### config.mk
export PLATFORM = sky130hd
export DESIGN_NAME = game_flow_controller
export DESIGN_NICKNAME = d
export VERILOG_FILES = /design/src/rtl/game_pkg.sv /design/src/rtl/game_flow_controller_key_edge_detect.sv /design/src/rtl/game_flow_controller.sv
export SDC_FILE = /design/constraint.sdc
export NUM_CORES = 1
export LEC_CHECK = 0
export ABC_AREA = 1
export ABC_CLOCK_PERIOD_IN_PS = 9050
export CORE_MARGIN = 4
export CORE_UTILIZATION = 56
export CTS_CLUSTER_SIZE = 16
export DETAILED_ROUTE_END_ITERATION = 12
export GPL_TIMING_DRIVEN = 0
export PLACE_DENSITY = 0.88
export SYNTH_ARGS = -nofsm -noshare
export SYNTH_HDL_FRONTEND = slang
export SYNTH_SLANG_ARGS = --single-unit
### constraint.sdc
create_clock -name clk -period 9.05 [get_ports clk]
set_input_delay 2.2625 -clock clk [delete_from_list [all_inputs] [get_ports clk]]
set_output_delay 2.2625 -clock clk [all_outputs]
set_load 0.02 [all_outputs]
### src/rtl/game_pkg.sv
// Shared types and helpers for the pinball game-flow controller.
//   state_t        : top-level game flow states
//   LIVES_DEF      : default balls per game
//   LEVEL_MAX_DEF  : default last level (0-based)
//   popcount()     : number of set bits in a vector of up to 64 bits
package game_pkg;

  typedef enum logic [2:0] {
    IDLE      = 3'd0,
    PLAY      = 3'd1,
    PAUSED    = 3'd2,
    BALL_LOST = 3'd3,
    LEVEL_UP  = 3'd4,
    GAME_OVER = 3'd5
  } state_t;

  localparam int LIVES_DEF     = 3;
  localparam int LEVEL_MAX_DEF = 3;

  function automatic int unsigned popcount(input logic [63:0] v);
    int unsigned c;
    c = 0;
    for (int i = 0; i < 64; i++) begin
      c = c + int'(v[i]);
    end
    return c;
  endfunction

endpackage

### src/rtl/game_flow_controller_key_edge_detect.sv
// Registered rising-edge detector for already-synchronised, level-sensitive
// keys. key_edge is high for exactly one clk, one cycle after the key is
// first seen high, so a held key produces a single edge.
//   clk, resetN : clock, asynchronous active-low reset
//   key         : W level-sensitive key inputs
//   key_edge    : W one-clk rising-edge pulses
module key_edge_detect #(
  parameter int W = 1
) (
  input  logic         clk,
  input  logic         resetN,
  input  logic [W-1:0] key,
  output logic [W-1:0] key_edge
);

  logic [W-1:0] key_prev_q, key_prev_d;
  logic [W-1:0] key_edge_q, key_edge_d;

  always_comb begin
    key_prev_d = key;
    key_edge_d = key & ~key_prev_q;
  end

  always_ff @(posedge clk or negedge resetN) begin
    if (!resetN) begin
      key_prev_q <= '0;
      key_edge_q <= '0;
    end else begin
      key_prev_q <= key_prev_d;
      key_edge_q <= key_edge_d;
    end
  end

  assign key_edge = key_edge_q;

endmodule

### src/rtl/game_flow_controller.sv
// Pinball game-flow controller. Turns per-pixel draw flags into per-frame
// de-duplicated hit pulses and runs the IDLE/PLAY/PAUSED/BALL_LOST/LEVEL_UP/
// GAME_OVER flow that drives the ball mover and display overlays.
//   draw_ball/draw_obj/draw_bottom_border : pixel-level draw flags
//   startOfFrame   : one-clk frame strobe (clears hit flags, blanking cycle)
//   level_cleared  : one-clk strobe from the target logic
//   key_start/key_pause : synchronised keys, acted on at their rising edge
//   collision      : combinational ball/object overlap, any state
//   hit_pulse      : registered first overlap per object per frame, PLAY only
//   score/lives/level/pause/reset_level/game_over/win : game status
//   dbg_state      : current flow state for observation
module game_flow_controller
  import game_pkg::*;
#(
  parameter int NUM_OBJ         = 4,
  parameter int LIVES           = LIVES_DEF,
  parameter int LEVEL_MAX       = LEVEL_MAX_DEF,
  parameter int SCORE_W         = 16,
  parameter int POINTS          = 1,
  parameter int RELAUNCH_FRAMES = 60
) (
  input  logic               clk,
  input  logic               resetN,
  input  logic               startOfFrame,
  input  logic               draw_ball,
  input  logic [NUM_OBJ-1:0] draw_obj,
  input  logic               draw_bottom_border,
  input  logic               level_cleared,
  input  logic               key_start,
  input  logic               key_pause,
  output logic [NUM_OBJ-1:0] collision,
  output logic [NUM_OBJ-1:0] hit_pulse,
  output logic [SCORE_W-1:0] score,
  output logic [2:0]         lives,
  output logic [1:0]         level,
  output logic               pause,
  output logic               reset_level,
  output logic               game_over,
  output logic               win,
  output state_t             dbg_state
);

  localparam int CNT_W = (RELAUNCH_FRAMES > 1) ? $clog2(RELAUNCH_FRAMES) : 1;
  localparam int SUM_W = SCORE_W + 4;

  state_t             state_q, state_d;
  logic [SCORE_W-1:0] score_q, score_d;
  logic [2:0]         lives_q, lives_d;
  logic [1:0]         level_q, level_d;
  logic [NUM_OBJ-1:0] flags_q, flags_d;
  logic [NUM_OBJ-1:0] hit_pulse_q, hit_pulse_d;
  logic [CNT_W-1:0]   frame_cnt_q, frame_cnt_d;
  logic               reset_level_q, reset_level_d;
  logic               win_q, win_d;

  logic [1:0]         key_edge;
  logic               start_edge, pause_edge, bottom_hit;
  logic [NUM_OBJ-1:0] new_hits;
  logic [SUM_W-1:0]   score_sum;

  key_edge_detect #(.W(2)) u_keys (
    .clk      (clk),
    .resetN   (resetN),
    .key      ({key_pause, key_start}),
    .key_edge (key_edge)
  );

  assign start_edge = key_edge[0];
  assign pause_edge = key_edge[1];
  assign collision  = draw_obj & {NUM_OBJ{draw_ball}};
  assign bottom_hit = draw_ball & draw_bottom_border;

  always_comb begin
    state_d       = state_q;
    score_d       = score_q;
    lives_d       = lives_q;
    level_d       = level_q;
    flags_d       = flags_q;
    frame_cnt_d   = frame_cnt_q;
    win_d         = win_q;
    reset_level_d = 1'b0;
    new_hits      = '0;

    // Frame start clears the per-frame flags; a paused game keeps them so a
    // resumed frame does not re-score objects already hit.
    if (startOfFrame && state_q != PAUSED) flags_d = '0;

    // The frame-start cycle itself is blanking: overlaps there are ignored.
    if (state_q == PLAY && !startOfFrame) begin
      new_hits = collision & ~flags_q;
      flags_d  = flags_q | new_hits;
    end
    hit_pulse_d = new_hits;

    // Wide sum so a large increment can be detected and clamped, never wrapped.
    score_sum = SUM_W'(score_q) + SUM_W'(POINTS * popcount(64'(new_hits)));
    if (score_sum[SUM_W-1:SCORE_W] != '0) score_d = '1;
    else                                  score_d = score_sum[SCORE_W-1:0];

    case (state_q)
      IDLE: begin
        if (start_edge) state_d = PLAY;
      end
      PLAY: begin
        if (bottom_hit) begin
          lives_d = lives_q - 3'd1;
          if (lives_q > 3'd1) begin
            state_d       = BALL_LOST;
            reset_level_d = 1'b1;
            frame_cnt_d   = '0;
          end else begin
            state_d = GAME_OVER;
            win_d   = 1'b0;
          end
        end else if (level_cleared) begin
          state_d = LEVEL_UP;
        end else if (pause_edge) begin
          state_d = PAUSED;
        end
      end
      PAUSED: begin
        if (pause_edge) state_d = PLAY;
      end
      BALL_LOST: begin
        if (startOfFrame) begin
          if (frame_cnt_q == CNT_W'(RELAUNCH_FRAMES - 1)) begin
            frame_cnt_d = '0;
            state_d     = IDLE;
          end else begin
            frame_cnt_d = frame_cnt_q + 1'b1;
          end
        end
      end
      LEVEL_UP: begin
        if (level_q == 2'(LEVEL_MAX)) begin
          state_d = GAME_OVER;
          win_d   = 1'b1;
        end else begin
          level_d       = level_q + 2'd1;
          reset_level_d = 1'b1;
          state_d       = IDLE;
        end
      end
      GAME_OVER: begin
        if (start_edge) begin
          state_d = IDLE;
          score_d = '0;
          lives_d = 3'(LIVES);
          level_d = '0;
          win_d   = 1'b0;
        end
      end
      default: state_d = IDLE;
    endcase
  end

  always_ff @(posedge clk or negedge resetN) begin
    if (!resetN) begin
      state_q       <= IDLE;
      score_q       <= '0;
      lives_q       <= 3'(LIVES);
      level_q       <= '0;
      flags_q       <= '0;
      hit_pulse_q   <= '0;
      frame_cnt_q   <= '0;
      reset_level_q <= 1'b0;
      win_q         <= 1'b0;
    end else begin
      state_q       <= state_d;
      score_q       <= score_d;
      lives_q       <= lives_d;
      level_q       <= level_d;
      flags_q       <= flags_d;
      hit_pulse_q   <= hit_pulse_d;
      frame_cnt_q   <= frame_cnt_d;
      reset_level_q <= reset_level_d;
      win_q         <= win_d;
    end
  end

  assign hit_pulse   = hit_pulse_q;
  assign score       = score_q;
  assign lives       = lives_q;
  assign level       = level_q;
  assign reset_level = reset_level_q;
  assign win         = win_q;
  assign pause       = (state_q != PLAY);
  assign game_over   = (state_q == GAME_OVER);
  assign dbg_state   = state_q;

endmodule

Word-level counts from Yosys, hierarchy flattened
Index checks and enable logic that the tools add are counted.
{"block": "op_classes", "addsub": 7, "n_lt_le_gt_ge": 1, "eq_ne": 20, "muxes": 37, "bitwise_logic": 7, "reduce_logical": 15}
{"cell": "$mux 16", "n": 3}
{"cell": "$mux 3", "n": 12}
{"cell": "$mux 6", "n": 4}
{"cell": "$pmux 3 s6", "n": 1}
{"cell": "$add 16x4->17", "n": 1}
{"cell": "$mux 4", "n": 3}
{"cell": "$ne 2x2->1 const B", "n": 6}
{"cell": "$pmux 6 s2", "n": 1}
{"cell": "$and 4x4->4", "n": 2}
{"cell": "$ne 2x1->1 const B", "n": 4}
{"cell": "$reduce_bool 2->1", "n": 4}
{"cell": "$mux 1", "n": 7}
{"cell": "$add 6x1->6 const B", "n": 1}
{"cell": "$eq 3x2->1 const B", "n": 2}
{"cell": "$eq 3x3->1 const B", "n": 2}
{"cell": "$eq 6x6->1 const B", "n": 1}
{"cell": "$pmux 3 s2", "n": 1}
{"cell": "$reduce_and 3->1", "n": 2}
{"cell": "$reduce_and 6->1", "n": 1}
{"cell": "$reduce_and 5->1", "n": 1}
{"cell": "$add 3x1->4", "n": 1}
{"cell": "$mux 2", "n": 2}
{"cell": "$ne 4x3->1 const B", "n": 1}
{"cell": "$not 4->4", "n": 1}
{"cell": "22 further kinds", "n": 23}
{"block": "word_totals", "reg_bits": 44, "inputBits": 12}

Longest topological paths before layout
Gate-level depths: netlist of run 1.
{"block": "depth", "word_depth": 11, "mapped_depth": 18, "depth_no_buf": 18}

Cells and area by module
A second synthesis of run 1 with hierarchy kept.
{"block": "unflattened", "hier_cells": 310, "area_unflattened_um2": 2418.6}
{"mod": "game_flow_controller", "n_inst": 1, "cells_per_inst": 302, "area_each_um2": 2298.5, "seq_area_each_um2": 1003.5}
{"mod": "key_edge_detect", "n_inst": 1, "cells_per_inst": 8, "area_each_um2": 120.1, "seq_area_each_um2": 100.1}

Worst setup path after synthesis of run 1
Ideal clock, no wire load.
{"block": "synth_path", "kind": "in2out", "from": "input draw_obj[0]", "to": "output collision[0]", "arrival_time_ps": 2446, "required_time_ps": 6787, "slack_ps": 4342, "stages": 2, "n_path_buf": 0, "cell_sequence": "nand2_1 > inv_1"}
{"block": "synth_between", "elab_chain_cells": 1}
{"item": "start, declared", "line_no": "game_flow_controller.sv:26", "rtl": "input logic [NUM_OBJ-1:0] draw_obj,"}
{"item": "$and 4x4->4", "line_no": "game_flow_controller.sv:70", "rtl": "assign collision = draw_obj & {NUM_OBJ{draw_ball}};"}
{"item": "end, declared", "line_no": "game_flow_controller.sv:31", "rtl": "output logic [NUM_OBJ-1:0] collision,"}
No other way between the ends.

Worst setup path after layout of run 1
{"block": "layout_path", "from": "input draw_ball", "to": "output collision[1]"}
{"block": "layout_between", "elab_chain_cells": 1}
{"item": "start, declared", "line_no": "game_flow_controller.sv:25", "rtl": "input logic draw_ball,"}
{"item": "$and 4x4->4", "line_no": "game_flow_controller.sv:70"}
No other way between the ends.

==> results of run 1 <==
[logic make-up (layout without fill, tap and decap cells)]
kind of cell	Yosys count	in the layout	share of synthesized area, %
buffers and inverters	55	111	9.39
flip-flops	44	44	44.0
adder cells (fa/ha/maj)	8	8	4.89
AO/OA/AOI/OAI	26	26	6.39
AND/OR/NAND/NOR	172	172	32.9
XOR/XNOR	7	7	2.45
[area by class of cell]
cell class	instances	area, sq um
clock buffers	6	82.6
fillers	354	1200
well taps	52	65.1
inverters	50	188
flip-flops and latches	44	1100
clock inverters	2	10.0
plain buffers	5	47.5
multi-input cells	213	1170
repair buffers	48	485
[report_power, final]
group	switching [mW]	internal, mW
combinational	0.185	0.136
sequential	0.0412	0.236
clock	0.0686	0.0610
[final timing paths]
check	from	end	depth (start not counted)	slack, ps
max	draw_ball	collision[1]	4	3160
min	u_keys.key_prev_q[1]$_DFF_PN0_	u_keys.key_edge[1]$_DFF_PN0_	1	390
max reg2reg	dbg_state[0]$_DFFE_PN0P_	score[9]$_DFF_PN0_	18	5750
min reg2reg	u_keys.key_prev_q[1]$_DFF_PN0_	u_keys.key_edge[1]$_DFF_PN0_	1	390
max in group asynchronous	resetN	lives[1]$_DFFE_PN1P_	2	6700
min in group asynchronous	resetN	score[1]$_DFF_PN0_	1	1820
[Yosys cell counts, drive strengths merged, types with 4 or more instances]
library cell / n
dfrtp: 42
ha: 5
nand2: 85
o21ai: 8
nand3: 33
inv: 50
buf: 5
nand4: 8
a21oi: 15
nor2: 39
xnor2: 4
[routing by layer]
layer	wire [um]	track usage (%)	up-vias
met5	0	0	-
met4	91	8.89	0
met3	249	2.54	8
met2	2720	37.7	57
met1	2310	26.4	1026
li1	-	-	1089
[sequential cells by signal, summed over array words and instances, names as in the netlist]
signal and cells:
score 16, frame_cnt_q 6, flags_q 4, hit_pulse 4, dbg_state 3, lives 3, level 2, u_keys.key_edge 2
u_keys.key_prev_q 2, reset_level 1, win 1
[through the flow]
step / utilization [%] / instance area (sq um) / hold slack [ps] / setup WS (ps)
after floorplan: - / 2510 / 376 / 4340
after global placement: 69.9 / 3040 / 381 / 3160
after detailed placement: 70.2 / 3060 / 388 / 3160
after CTS: 72.3 / 3150 / 399 / 3160
after global routing: 72.3 / 3150 / 406 / 3100
final: 72.3 / 3150 / 394 / 3160
[worst max-delay path, stage by stage]
cell	delay [ps]
sky130_fd_sc_hd__clkdlybuf4s50_1	600
sky130_fd_sc_hd__nand2_1	80
sky130_fd_sc_hd__inv_1	90
sky130_fd_sc_hd__clkdlybuf4s50_1	600
[layout by cell type, fill, tap and decap left out, drive strengths merged]
| master | instances |
|---|---|
| nor2 | 39 |
| a22oi | 1 |
| xnor2 | 4 |
| clkinv | 2 |
| a21oi | 15 |
| inv | 50 |
| nand4 | 8 |
| xor2 | 3 |
| or2 | 1 |
| dfstp | 2 |
| o21bai | 2 |
| nand3b | 3 |
| nand2 | 85 |
| clkdlybuf4s50 | 46 |
| nand3 | 33 |
| ha | 5 |
| fa | 3 |
| clkbuf | 6 |
| nor3 | 3 |
| dfrtp | 42 |
| buf | 7 |
| o21ai | 8 |
==> impl_summary.log, run 1 <==
INFO  metric vias_after_detailed_routing = 2180
INFO  metric cts.root.buffer_cell = sky130_fd_sc_hd__clkbuf_8
INFO  metric clk_pin_slew = 80 ps
INFO  metric io_pins = 48
INFO  metric antenna_cells = 0
INFO  metric cp-start-kind = primary input
INFO  metric number_of_global_route_vias_before_repair = 2121
INFO  metric floorplan.die_area = 0.00561 sq mm
INFO  metric die_h = 74.9 um
INFO  metric post_layout_nonfiller_instances = 420
INFO  metric x_dimension_of_the_die = 74.9 um
INFO  metric yosys.cell_types.count = 29
INFO  metric finalMaxSlewViolations = 0
INFO  metric synth_edf_count = 0
INFO  metric clkLatencyLatePin = 300 ps
INFO  metric synth_cells = 312
INFO  metric irDropWorstVdd = 0.146 mV
INFO  metric place.detailed.instances = 412
INFO  metric ctsHoldBuffers = 0
INFO  metric cap_viol_max_count = 0
INFO  metric final-hold-violation-count = 0
INFO  metric max_slew.worst_pin.slew = 340 ps
INFO  metric tritoncts.num_buffers = 5
INFO  metric maxSlewHeadroom = 77.2%
INFO  metric grt_max_degree = 35
INFO  metric hold_path.class = register to register
INFO  metric ys_async_sr_fraction = 100%
INFO  metric cts_tree = yes
INFO  metric synth.top_cell.area_share = 41.9%
INFO  metric htreeDepth = 2
INFO  metric port-buffer-count = 47
INFO  metric overall_fraction_of_global_route_tracks_in_use = 21.4%
INFO  metric cts.repair.resized = 0
INFO  metric hpwlAfterDp = 4070 um
INFO  metric period_share = 65.1%
INFO  metric grt_antenna_before_repair = 0
INFO  metric nNetsFinal = 387
INFO  metric p_total = 0.729 mW
INFO  metric yosys_warnings = 0
INFO  metric ys_top_cells_by_area = sky130_fd_sc_hd__dfrtp_1 (42%), sky130_fd_sc_hd__nand2_1 (11%), sky130_fd_sc_hd__inv_1 (6.9%)
INFO  metric ctsLongestPathBuffers = 2
INFO  metric per_cell_routed_wire_length = 12.8 um
INFO  metric first_pass_iters = 4
INFO  metric yosysSeqAreaShare = 44.0%
INFO  metric critical_path.max_fanout = 6
INFO  metric period_minus_slack = 5890 ps
INFO  metric run_status = finished clean
INFO  metric final.setup.tns = 0 ps
INFO  metric synth_top_area_cell = sky130_fd_sc_hd__dfrtp_1
INFO  metric powerDensity = 231 mW/mm^2
INFO  metric syn_area_per_cell = 8.03 sq um
INFO  metric static_leakage = 1.58 nW
INFO  metric detail_route.vias_per_cell = 5.19
INFO  metric grt_pass1_wl = 9250 um
INFO  metric finalSetupViolations = 0
INFO  metric critical_path.endpoint_type = primary output
INFO  metric rows = 24
INFO  metric syn_nets = 332
INFO  metric drt-total-wl = 5370 um
INFO  metric share_of_cells_above_drive_strength_1 = 13.3%
INFO  metric postCtsSetupRepairBufs = 0
INFO  metric ys_ff_latch = 44
INFO  metric growth_of_design_area_from_synthesis_to_finish = 25.7%
INFO  metric cell_area_after_synthesis = 0.00251 sq mm
INFO  metric dominantRegCellSynth = sky130_fd_sc_hd__dfrtp_1
INFO  metric grt.overflow.total = 0
INFO  metric initial_utilization = 57.6%
INFO  metric worstPathArrival = 3630 ps
INFO  metric gp_congestion = 0.879
INFO  metric path_class = primary input to primary output
INFO  metric remaining_number_of_nets_flagged_by_the_antenna_check_after_routing = 0
INFO  metric worst_ep_required_time = 6790 ps
INFO  metric detail_route.iter0.violations = 104
INFO  metric core_area = 0.00435 sq mm
INFO  metric cts_num_sinks = 44
INFO  metric final.setup_skew = 5.90 ps
INFO  metric maxClockFrequency = 170 MHz
INFO  metric grt_setup_unrepaired = no
INFO  metric post-route-drc-count = 0
Note: power is estimated with default switching activity, not from simulation.
==> inputs of run 2 (changes only) <==
ABC_CLOCK_PERIOD_IN_PS = 4800   (was 9050)
CORE_UTILIZATION = 47   (was 56)
PLACE_DENSITY = 0.79   (was 0.88)
clock period = 4.8 ns   (was 9.05 ns; I/O delays follow)
==> impl_summary.log, run 2 (synthesis gave the netlist of run 1 again) <==
INFO  metric run_status = finished clean
INFO  metric per_cell_routed_wire_length = 12.3 um (-3.5%)
INFO  metric vias_after_detailed_routing = 2148 (-1.5%)
INFO  metric initial_utilization = 48.8% (-8.8 points)
INFO  metric cp-start-kind = primary input
INFO  metric postPlaceCellArea = 0.00308 sq mm (+0.74%)
INFO  metric nNetsFinal = 387 (unchanged)
INFO  metric static_leakage = 1.58 nW (-0.34%)
INFO  metric mostFrequentLayoutCell = sky130_fd_sc_hd__nand2_1
INFO  metric final_design_area_no_fill = 0.00317 sq mm (+0.64%)
INFO  metric largest_reg_flops = 16 (unchanged)
INFO  metric final-hold-violation-count = 0 (unchanged)
INFO  metric period_share = 82.7%
INFO  metric share_of_cells_above_drive_strength_1 = 12.8% (-0.54 points)
INFO  metric grt.overflow.total = 0 (unchanged)
INFO  metric drt-total-wl = 5400 um (+0.67%)
INFO  metric cp_cell_sequence = clkdlybuf4s50_1, nand2_1, inv_1, nand2_1, nor2_1, fa_1, inv_1, fa_1, inv_1, fa_1, nand2_1, nor2_4, nand4_2, buf_2, nand3_1, nand2_1, inv_1
INFO  metric worstPathArrival = 4170 ps (+540 ps)
INFO  metric fillerInstances = 496 (+40%)
INFO  metric maxClockFrequency = 252 MHz
INFO  metric cts_num_sinks = 44 (unchanged)
INFO  metric powerDensity = 430 mW/mm^2 (+86%)
INFO  metric finalMaxSlewViolations = 0 (unchanged)
INFO  metric share_comb_of_total_power = 44.3% (+0.2 points)
INFO  metric max_slew.worst_pin.slew = 366 ps (+26.0 ps)
INFO  metric floorplan.die_area = 0.00656 sq mm (+17%)
INFO  metric cts.root.buffer_cell = sky130_fd_sc_hd__clkbuf_8
INFO  metric core_area = 0.00514 sq mm (+18%)
INFO  metric ctsHoldBuffers = 0 (unchanged)
INFO  metric total_switching_power = 0.544 mW (+84%)
INFO  metric detail_route.iter0.violations = 143 (+38%)
INFO  metric x_dimension_of_the_die = 81.0 um (+8.2%)
INFO  metric most_frequent_cells_in_the_layout = sky130_fd_sc_hd__nand2_1 (75), sky130_fd_sc_hd__inv_1 (46), sky130_fd_sc_hd__clkdlybuf4s50_1 (46)
INFO  metric grt_max_degree = 31 (-11%)
INFO  metric swShare = 39.8% (-0.65 points)
INFO  metric overall_fraction_of_global_route_tracks_in_use = 18.9% (-2.5 points)
INFO  metric critPathLaunch = draw_ball
INFO  metric rows = 26 (+8.3%)
INFO  metric timing.critical_path.to = score[7]$_DFF_PN0_
INFO  metric holdWs = 397 ps (+3.33 ps)
INFO  metric detail_route.vias_per_cell = 4.90 (-5.5%)
INFO  metric finalSetupViolations = 0 (unchanged)
INFO  metric post-route-drc-count = 0 (unchanged)
INFO  metric grt_pass1_wl = 9620 um (+4.0%)
INFO  metric hold_path.class = register to register
INFO  metric layout.area.seq = 0.00110 sq mm (unchanged)
INFO  metric worst_ep_required_time = 5000 ps (-1790 ps)
INFO  metric remaining_number_of_nets_flagged_by_the_antenna_check_after_routing = 0 (unchanged)
INFO  metric path_class = primary input to register
INFO  metric io_pins = 48 (unchanged)
INFO  metric finalWorstSetupSlack = 831 ps (-2330 ps)
INFO  metric die_h = 81.0 um (+8.2%)
INFO  metric final.setup.tns = 0 ps (unchanged)
INFO  metric critical-path-slowest-cell = sky130_fd_sc_hd__clkdlybuf4s50_1
INFO  metric gp_congestion = 0.899 (+2.3%)
INFO  metric clkLatencyLatePin = 290 ps (about the same)
INFO  metric multiInputGateArea = 0.00117 sq mm (unchanged)
INFO  metric clk_pin_slew = 80 ps (about the same)
INFO  metric number_of_global_route_vias_before_repair = 2117 (-0.19%)
INFO  metric worst_path_largest_cell_delay = 600 ps (about the same)
INFO  metric htreeDepth = 2 (unchanged)
INFO  metric cts_tree = yes
INFO  metric postCtsSetupRepairBufs = 0 (unchanged)
INFO  metric cap_viol_max_count = 0 (unchanged)
INFO  metric period_minus_slack = 3970 ps
INFO  metric pwr-share-clk = 17.3% (-0.5 points)
INFO  metric final.setup_skew = 4.53 ps (-1.37 ps)
INFO  metric grt_setup_unrepaired = no
INFO  metric ctsLongestPathBuffers = 2 (unchanged)
INFO  metric r2r_cells = 18 (unchanged)
INFO  metric port-buffer-count = 47 (unchanged)
INFO  metric dp_slack = 524 ps (-2640 ps)
INFO  metric critical_path.max_fanout = 10 (+4)
INFO  metric worstReg2RegEnd = score[7]$_DFF_PN0_
INFO  metric tritoncts.num_buffers = 5 (unchanged)
INFO  metric cts.repair.resized = 0 (unchanged)
INFO  metric grt_antenna_before_repair = 0 (unchanged)
INFO  metric cellInternalPower = 0.821 mW (+89%)
INFO  metric register_to_register_setup_slack = 1540 ps (-4210 ps)
INFO  metric antenna_cells = 0 (unchanged)
INFO  metric first_pass_iters = 4 (unchanged)
INFO  metric power.share.sequential = 38.4% (+0.3 points)
INFO  metric irDropWorstVdd = 0.250 mV (+71%)
INFO  metric maxSlewHeadroom = 75.6% (-1.6 points)
INFO  metric growth_of_design_area_from_synthesis_to_finish = 26.5%
INFO  metric worstReg2RegStart = dbg_state[0]$_DFFE_PN0P_
INFO  metric hpwlAfterDp = 4200 um (+3.2%)
INFO  metric critical_path.endpoint_type = register
## run 2: cell count changes in the layout (fill, tap and decap cells not counted)
cell                       before  now
sky130_fd_sc_hd__clkbuf_1       0    2
sky130_fd_sc_hd__clkinv_2       2    0
## run 2: worst max-delay path: cells and delay by family
kind | cells | cell delay (ps)
buffers and inverters | 6 | 1100
adders and majority gates | 3 | 1030
and+or+nand+nor | 8 | 820
## run 2: worst min path at each step
| stage | startpoint | end | slack (ps) | cells past startpoint |
|---|---|---|---|---|
| detailed placement | u_keys.key_prev_q[1]$_DFF_PN0_ | u_keys.key_edge[1]$_DFF_PN0_ | 390 | 1 |
| floorplan | u_keys.key_prev_q[0]$_DFF_PN0_ | u_keys.key_edge[0]$_DFF_PN0_ | 380 | 1 |
| global placement | u_keys.key_prev_q[1]$_DFF_PN0_ | u_keys.key_edge[1]$_DFF_PN0_ | 380 | 1 |
| global route | u_keys.key_prev_q[0]$_DFF_PN0_ | u_keys.key_edge[0]$_DFF_PN0_ | 420 | 1 |
| CTS | u_keys.key_prev_q[1]$_DFF_PN0_ | u_keys.key_edge[1]$_DFF_PN0_ | 400 | 1 |
| finish | u_keys.key_prev_q[1]$_DFF_PN0_ | u_keys.key_edge[1]$_DFF_PN0_ | 400 | 1 |
## run 2: area by class of cell
| cell class | instances | area share, % |
|---|---|---|
| Buffer | 5 | 1.50 |
| Clock buffer | 8 | 2.84 |
| Inverter | 50 | 5.92 |
| Multi-Input combinational cell | 213 | 36.8 |
| Sequential cell | 44 | 34.8 |
| Tap cell | 70 | 2.76 |
| Timing Repair Buffer | 48 | 15.3 |
## run 2: power by group through the flow
stage | Combinational [mW] | Clock (mW) | Sequential [mW]
2_1_floorplan | 0.322 | 0 | 0.588
3_3_place_gp | 0.589 | 0 | 0.528
3_5_place_dp | 0.608 | 0 | 0.532
4_1_cts | 0.613 | 0.244 | 0.526
5_1_grt | 0.679 | 0.262 | 0.536
6_report | 0.604 | 0.236 | 0.524
## run 2: through the flow
stage	utilization, %	std cells	power (mW)
finish	61.7	438	1.36
floorplan	-	312	0.910
global placement	59.6	429	1.12
detailed placement	59.9	430	1.14
global route	61.7	438	1.48
CTS	61.7	438	1.38
## run 2: per-layer routing
layer / wire [um] / up-vias / global-route usage (%)
li1: - / 1086 / -
met1: 2330 / 997 / 24.3
met2: 2710 / 60 / 32.4
met3: 288 / 5 / 3.55
met4: 73 / 0 / 5.57
met5: 0 / - / 0
